$ cat config.mk
export PLATFORM = sky130hd
export DESIGN_NAME = mem_access_unit
export DESIGN_NICKNAME = d
export VERILOG_FILES = /design/src/rtl/mem_access_unit.sv
export SDC_FILE = /design/constraint.sdc
export NUM_CORES = 1
export LEC_CHECK = 0
export CORE_MARGIN = 3
export CORE_UTILIZATION = 47
export CTS_CLUSTER_DIAMETER = 120
export CTS_CLUSTER_SIZE = 8
export DETAILED_ROUTE_END_ITERATION = 6
export PLACE_DENSITY = 0.84
export SYNTH_ARGS = -nofsm -noshare
export SYNTH_HDL_FRONTEND = slang
export SYNTH_SLANG_ARGS = --single-unit
$ cat constraint.sdc
create_clock -name clk -period 6.7 [get_ports clk]
set_input_delay 1.005 -clock clk [delete_from_list [all_inputs] [get_ports clk]]
set_output_delay 1.005 -clock clk [all_outputs]
set_load 0.005 [all_outputs]
$ cat src/rtl/mem_access_unit.sv
// rtl/mem_access_unit.sv - memory access unit with 4-entry in-order tracking FIFO; optional feature macro MEM_RDATA_BYPASS_EN
module mem_access_unit (
    input  logic        clk,
    input  logic        rst,
    input  logic        IN_valid,
    input  logic        IN_isLoad,
    input  logic [31:0] IN_addr,
    input  logic [1:0]  IN_size,
    input  logic        IN_signExt,
    input  logic [31:0] IN_wdata,
    input  logic [3:0]  IN_wmask,
    input  logic        IN_exception,
    input  logic [5:0]  IN_tagDst,
    input  logic [4:0]  IN_nmDst,
    input  logic [5:0]  IN_sqN,
    output logic        OUT_stall,
    output logic        OUT_memReq,
    output logic        OUT_memWe,
    output logic [29:0] OUT_memAddr,
    output logic [31:0] OUT_memWdata,
    output logic [3:0]  OUT_memWmask,
    input  logic        IN_memAck,
    input  logic        IN_memRvalid,
    input  logic [31:0] IN_memRdata,
    output logic        OUT_resValid,
    output logic [31:0] OUT_resData,
    output logic [5:0]  OUT_resTagDst,
    output logic [4:0]  OUT_resNmDst,
    output logic [5:0]  OUT_resSqN,
    output logic        OUT_resException
);

    typedef enum logic {
        S_IDLE,
        S_WAIT_ACK
    } state_t;

    // Issue FSM and FIFO bookkeeping
    state_t      state_q, state_d;
    logic [2:0]  count_q, count_d;
    logic [1:0]  head_q, head_d;
    logic [1:0]  tail_q, tail_d;

    // Request register; req_idx_q is the issue pointer (FIFO slot owning the request)
    logic [29:0] req_addr_q;
    logic        req_we_q;
    logic [31:0] req_wdata_q;
    logic [3:0]  req_wmask_q;
    logic [1:0]  req_idx_q;

    // Tracking FIFO entries
    logic [3:0]  ent_load_q;
    logic [3:0]  ent_sext_q;
    logic [3:0]  ent_exc_q;
    logic [3:0]  ent_acked_q;
    logic [3:0]  ent_done_q;
    logic [1:0]  ent_off_q  [4];
    logic [1:0]  ent_size_q [4];
    logic [5:0]  ent_tag_q  [4];
    logic [4:0]  ent_nm_q   [4];
    logic [5:0]  ent_sqn_q  [4];
    logic [31:0] ent_data_q [4];

    // Registered result
    logic        res_valid_q;
    logic [31:0] res_data_q, res_data_d;
    logic [5:0]  res_tag_q;
    logic [4:0]  res_nm_q;
    logic [5:0]  res_sqn_q;
    logic        res_exc_q;

    // Handshake decode
    logic        mem_ack;
    logic        accept;
    logic        no_mem;
    logic        issue;
    logic        rv_hit;
    logic [1:0]  rv_idx;
    logic [1:0]  scan_idx;
    logic        rv_fire;
    logic        byp;
    logic        pop;
    logic [31:0] res_src;

    assign OUT_memReq   = (state_q == S_WAIT_ACK);
    assign OUT_memWe    = req_we_q;
    assign OUT_memAddr  = req_addr_q;
    assign OUT_memWdata = req_wdata_q;
    assign OUT_memWmask = req_wmask_q;

    assign mem_ack   = OUT_memReq && IN_memAck;
    assign OUT_stall = (count_q == 3'd4) || (OUT_memReq && !IN_memAck);
    assign accept    = IN_valid && !OUT_stall;
    // Faulted or malformed uops never touch memory; they complete at push time
    assign no_mem    = IN_exception || (IN_size == 2'd3);
    assign issue     = accept && !no_mem;

    assign OUT_resValid     = res_valid_q;
    assign OUT_resData      = res_data_q;
    assign OUT_resTagDst    = res_tag_q;
    assign OUT_resNmDst     = res_nm_q;
    assign OUT_resSqN       = res_sqn_q;
    assign OUT_resException = res_exc_q;

    // Align and extend the addressed bytes of a full memory word
    function automatic logic [31:0] extract(input logic [31:0] w, input logic [1:0] off,
                                            input logic [1:0] size, input logic sext);
        logic [7:0]  b;
        logic [15:0] h;
        case (off)
            2'd0:    b = w[7:0];
            2'd1:    b = w[15:8];
            2'd2:    b = w[23:16];
            default: b = w[31:24];
        endcase
        h = off[1] ? w[31:16] : w[15:0];
        case (size)
            2'd0:    extract = sext ? {{24{b[7]}}, b} : {24'd0, b};
            2'd1:    extract = sext ? {{16{h[15]}}, h} : {16'd0, h};
            default: extract = w;
        endcase
    endfunction

    // Issue FSM state register
    always_ff @(posedge clk) begin
        if (rst) begin
            state_q <= S_IDLE;
        end else begin
            state_q <= state_d;
        end
    end

    // Issue FSM next state: a new memory uop can only arrive in WAIT_ACK on the ack edge
    always_comb begin
        state_d = state_q;
        case (state_q)
            S_IDLE: begin
                if (issue) begin
                    state_d = S_WAIT_ACK;
                end
            end
            S_WAIT_ACK: begin
                if (mem_ack && !issue) begin
                    state_d = S_IDLE;
                end
            end
            default: state_d = S_IDLE;
        endcase
    end

    // Find the oldest acked load still waiting for its read data
    always_comb begin
        rv_hit   = 1'b0;
        rv_idx   = head_q;
        scan_idx = head_q;
        for (int i = 0; i < 4; i++) begin
            scan_idx = head_q + 2'(i);
            if (!rv_hit && (3'(i) < count_q) && ent_load_q[scan_idx] &&
                ent_acked_q[scan_idx] && !ent_done_q[scan_idx]) begin
                rv_hit = 1'b1;
                rv_idx = scan_idx;
            end
        end
    end

    assign rv_fire = IN_memRvalid && rv_hit;

`ifdef MEM_RDATA_BYPASS_EN
    assign byp = rv_fire && (rv_idx == head_q);
`else
    assign byp = 1'b0;
`endif

    // Pop control, pointer/count next state and result formatting
    always_comb begin
        pop     = (count_q != 3'd0) && (ent_done_q[head_q] || byp);
        count_d = count_q + {2'd0, accept} - {2'd0, pop};
        head_d  = head_q + {1'b0, pop};
        tail_d  = tail_q + {1'b0, accept};
        res_src = byp ? IN_memRdata : ent_data_q[head_q];
        res_data_d = 32'd0;
        if (ent_load_q[head_q] && !ent_exc_q[head_q]) begin
            res_data_d = extract(res_src, ent_off_q[head_q], ent_size_q[head_q], ent_sext_q[head_q]);
        end
    end

    // FIFO pointers and occupancy
    always_ff @(posedge clk) begin
        if (rst) begin
            count_q <= 3'd0;
            head_q  <= 2'd0;
            tail_q  <= 2'd0;
        end else begin
            count_q <= count_d;
            head_q  <= head_d;
            tail_q  <= tail_d;
        end
    end

    // Request register: loaded on every memory-bound accept, held until the ack edge
    always_ff @(posedge clk) begin
        if (!rst && issue) begin
            req_addr_q  <= IN_addr[31:2];
            req_we_q    <= !IN_isLoad;
            req_wdata_q <= IN_wdata;
            req_wmask_q <= IN_wmask;
            req_idx_q   <= tail_q;
        end
    end

    // Entry updates: push at tail, ack at issue pointer, read data at oldest waiting load
    always_ff @(posedge clk) begin
        if (!rst) begin
            if (accept) begin
                ent_load_q[tail_q]  <= IN_isLoad;
                ent_sext_q[tail_q]  <= IN_signExt;
                ent_exc_q[tail_q]   <= no_mem;
                ent_acked_q[tail_q] <= 1'b0;
                ent_done_q[tail_q]  <= no_mem;
                ent_off_q[tail_q]   <= IN_addr[1:0];
                ent_size_q[tail_q]  <= IN_size;
                ent_tag_q[tail_q]   <= IN_tagDst;
                ent_nm_q[tail_q]    <= IN_nmDst;
                ent_sqn_q[tail_q]   <= IN_sqN;
            end
            if (mem_ack) begin
                ent_acked_q[req_idx_q] <= 1'b1;
                if (req_we_q) begin
                    ent_done_q[req_idx_q] <= 1'b1;
                end
            end
            if (rv_fire && !byp) begin
                ent_data_q[rv_idx] <= IN_memRdata;
                ent_done_q[rv_idx] <= 1'b1;
            end
        end
    end

    // Result register: one valid pulse per popped entry
    always_ff @(posedge clk) begin
        if (rst) begin
            res_valid_q <= 1'b0;
        end else begin
            res_valid_q <= pop;
            if (pop) begin
                res_data_q <= res_data_d;
                res_tag_q  <= ent_tag_q[head_q];
                res_nm_q   <= ent_nm_q[head_q];
                res_sqn_q  <= ent_sqn_q[head_q];
                res_exc_q  <= ent_exc_q[head_q];
            end
        end
    end

endmodule

==> run_results.csv <==
group,metric,value,unit
run_status,status,"finished clean",
flow_run,max-cap-violations,0,
drt,routed-via-count,7461,
drt,avgViaCountPerCell,5.55,
clocking,cts_hold_buf,0,
clocking,cts.clk_slew.worst_paths,50,ps
placement,gp_congestion,0.836,
global_route,gr-total-overflow,0,
placement,place.detailed.hpwl,20.0,mm
clocking,postCtsResizedCells,0,
logic_synthesis,number_of_unique_standard_cell_types_used_by_synthesis,60,
timing,fin_skew,17.9,ps
global_route,grt_antenna_before_repair,0,
global_route,vias_in_the_first_global_route,7996,
floorplan,start_util,0.485,
placement,postPlaceCellArea,0.0166,sq mm
logic_synthesis,synth_async_sr_flop_share,0,
worst_hold_path,hold_path_end,"req_idx_q[1]",
logic_synthesis,synth_sequential_area_ratio,0.782,
clocking,clk_root_buffer_cell,"clkbuf_16",
critical_path,timing.rr.end,"ent_data_q[0][21]",
timing,maxClockFrequency,0.246,GHz
timing,timing.final.crit_share,0.606,
critical_path,worst-setup-path-type,"flop to flop",
layout,finalNetCount,1091,
logic_synthesis,dominant_cell_by_count_in_the_synthesized_netlist,"edfxtp_1",
timing,grt_setup_unrepaired,"false",
critical_path,r2r_slack,2640,ps
critical_path,critPathCaptureType,"flop",
logic_synthesis,synth_xor_xnor_area_share,0.00393,
pwr,vdd_ir_drop_max,243,uV
clocking,post_cts_buffers,0,
pwr,static-leakage-power,5.89,nW
logic_synthesis,synthSimpleGateAreaFrac,0.0402,
logic_synthesis,synthAdderAreaFrac,0.00694,
floorplan,chipHeight,177,um
critical_path,worst-endpoint-required,6880,ps
logic_synthesis,post_synth_main_area_contributors,"edfxtp_1, mux4_2, mux4_1",
layout,post_route_design_area,0.0180,sq mm
floorplan,area_of_the_core,0.0282,sq mm
worst_hold_path,timing.hold.worst.class,"flop to flop",
timing,timing.final.crit_period,4060,ps
critical_path,worstReg2RegStart,"head_q[1]",
timing,finalSetupViolCount,0,
logic_synthesis,synth_ff_type,"edfxtp_1",
worst_hold_path,min-delay-start,"tail_q[1]",
global_route,grt_max_degree,71,
floorplan,row_count,61,
logic_synthesis,synth_top_area_cell,"edfxtp_1",
critical_path,worst_setup_path_start_kind,"flop",
clocking,cts_tree,"yes",
logic_synthesis,synth-compound-area-share,0.0415,
critical_path,critPathArrivalTime,4240,ps
drt,dr_drc_count,0,
placement,io_buffers,246,
timing,slew_headroom,0.281,
drt,detail_route.iter0.violations,698,
layout,area_growth_syn_to_layout,31.1,%
logic_synthesis,postSynthCellCount,673,
timing,maxSlewViolCount,0,
logic_synthesis,muxShareOfSynthArea,0.109,
clocking,numClockSinks,360,
logic_synthesis,post_synth_most_frequent_cells,"edfxtp_1, mux4_2, a21oi_1",
floorplan,ioPinCount,247,
logic_synthesis,synth_top_family_by_area,"multiplexers",
global_route,grt_usage,0.199,
timing,timing_worst_slew_pin_value,1080,ps
clocking,clk_path_buf_depth,3,
floorplan,floorplan.die_area,0.0312,sq mm
layout,layout-drive-gt1-share,0.143,
clocking,clk_latency,540,ps
logic_synthesis,syn_area_per_cell,20.4,sq um
worst_hold_path,worst_hold_path.num_cells,0,
logic_synthesis,synth-warning-count,0,
logic_synthesis,synthesis.area,0.0137,sq mm
logic_synthesis,synth_enable_flop_cells,351,
logic_synthesis,synthesis.nets,807,
global_route,global_route_wire_length_before_repair,46.9,mm
clocking,htree_num_levels,2,
drt,drt-pass1-iter-count,4,
floorplan,chipWidth,177,um
layout,filler_instances,1867,
drt,totalWireLength,31.1,mm
drt,ant_nets_after_route,0,
pwr,power.density,344,mW/mm^2
timing,total_negative_slack_for_setup_checks,0,ps
logic_synthesis,ys_ff_latch,360,
drt,avg_wl_per_cell,23.1,um
critical_path,ff2ff_path_depth,8,
timing,final-hold-violation-count,0,
critical_path,timing.critical_path.fanout_max,41,
logic_synthesis,synth_top_area_share,0.769,
clocking,cts_buffers,50,
[worst max-delay path: stages, from the launching register on]
cell and delay (ps):
dfxtp_2 1020, buf_4 520, xor2_4 270, nand3_1 160, o211a_1 190, o311ai_1 500
o21ai_2 220, nor4b_4 290, buf_4 460
[final cells by class]
type | instances | area [sq um] | share of cell area
diodes | 1 | 2.50 | 0.000139
clock buffers | 59 | 1280 | 0.0715
clock inverters | 2 | 36.3 | 0.00202
inverters | 11 | 41.3 | 0.00230
multi-input cells | 274 | 2840 | 0.158
flip-flops and latches | 360 | 10700 | 0.597
well taps | 378 | 473 | 0.0263
repair buffers | 260 | 2570 | 0.143
[cell families after synthesis]
kind of cell             Yosys count
flip-flops                       360
AND/OR/NAND/NOR                  102
multiplexers                      74
AO/OA/AOI/OAI                     87
adder cells (fa/ha/maj)            7
buffers and inverters             39
XOR/XNOR                           4
[registers in the layout, summed over array words and instances, names as in the netlist, 8 cells and up]
signal        flops
OUT_resData      32
ent_sqn_q        24
ent_tag_q        24
OUT_memWdata     32
OUT_memAddr      30
ent_off_q         8
ent_data_q      128
ent_size_q        8
ent_nm_q         20
[metrics by stage]
| step | setup WS [ps] | power, mW | cells | hold WS [ps] | util |
|---|---|---|---|---|---|
| 3_3_place_gp | 2800 | 4.02 | 1283 | 545 | 0.589 |
| 6_report | 2640 | 6.19 | 1345 | 565 | 0.636 |
| 4_1_cts | 2660 | 6.23 | 1344 | 566 | 0.636 |
| 3_5_place_dp | 2720 | 4.06 | 1283 | 563 | 0.589 |
| 2_1_floorplan | 1990 | 3.57 | 673 | 510 | - |
| 5_1_grt | 2400 | 6.43 | 1344 | 579 | 0.636 |
[power by group]
part,switching [mW],leakage [nW],internal [mW]
clock network,0.832,0.643,1.32
logic,0.612,1.98,0.574
registers,0.128,3.27,2.72
[worst max path at each step]
stage	endpoint	startpoint	slack [ps]	cells past startpoint
5_1_grt	ent_data_q[2][26]	head_q[0]	2400	8
4_1_cts	ent_data_q[2][26]	head_q[0]	2660	8
3_3_place_gp	ent_data_q[0][14]	head_q[0]	2800	8
2_1_floorplan	ent_data_q[1][0]	head_q[0]	1990	7
3_5_place_dp	ent_data_q[2][14]	head_q[0]	2720	8
6_report	ent_data_q[0][21]	head_q[1]	2640	8
[routing by layer]
layer	global-route usage	vias up	wire, um
met5	0	-	0
met4	0.0661	0	811
met3	0.0566	66	2800
met2	0.350	399	16300
met1	0.238	3691	11200
li1	-	3305	-
[placed cells by master (no fill, tap or decap), types with 3 or more instances in the layout]
| master | n |
|---|---|
| ha_1 | 6 |
| a211oi_1 | 8 |
| clkbuf_1 | 9 |
| o221ai_1 | 4 |
| mux4_2 | 50 |
| xnor2_1 | 3 |
| mux2i_1 | 15 |
| o21ai_0 | 8 |
| clkbuf_16 | 50 |
| buf_4 | 14 |
| nor2b_1 | 8 |
| dfxtp_1 | 7 |
| a21oi_1 | 41 |
| nand2b_1 | 4 |
| mux4_1 | 8 |
| inv_1 | 11 |
| nor2_1 | 32 |
| clkdlybuf4s50_1 | 246 |
| nand3_1 | 4 |
| edfxtp_1 | 351 |
| nand2_1 | 27 |
| nand3b_1 | 3 |
| nand4b_1 | 3 |
(Power assumes the default switching activity.)
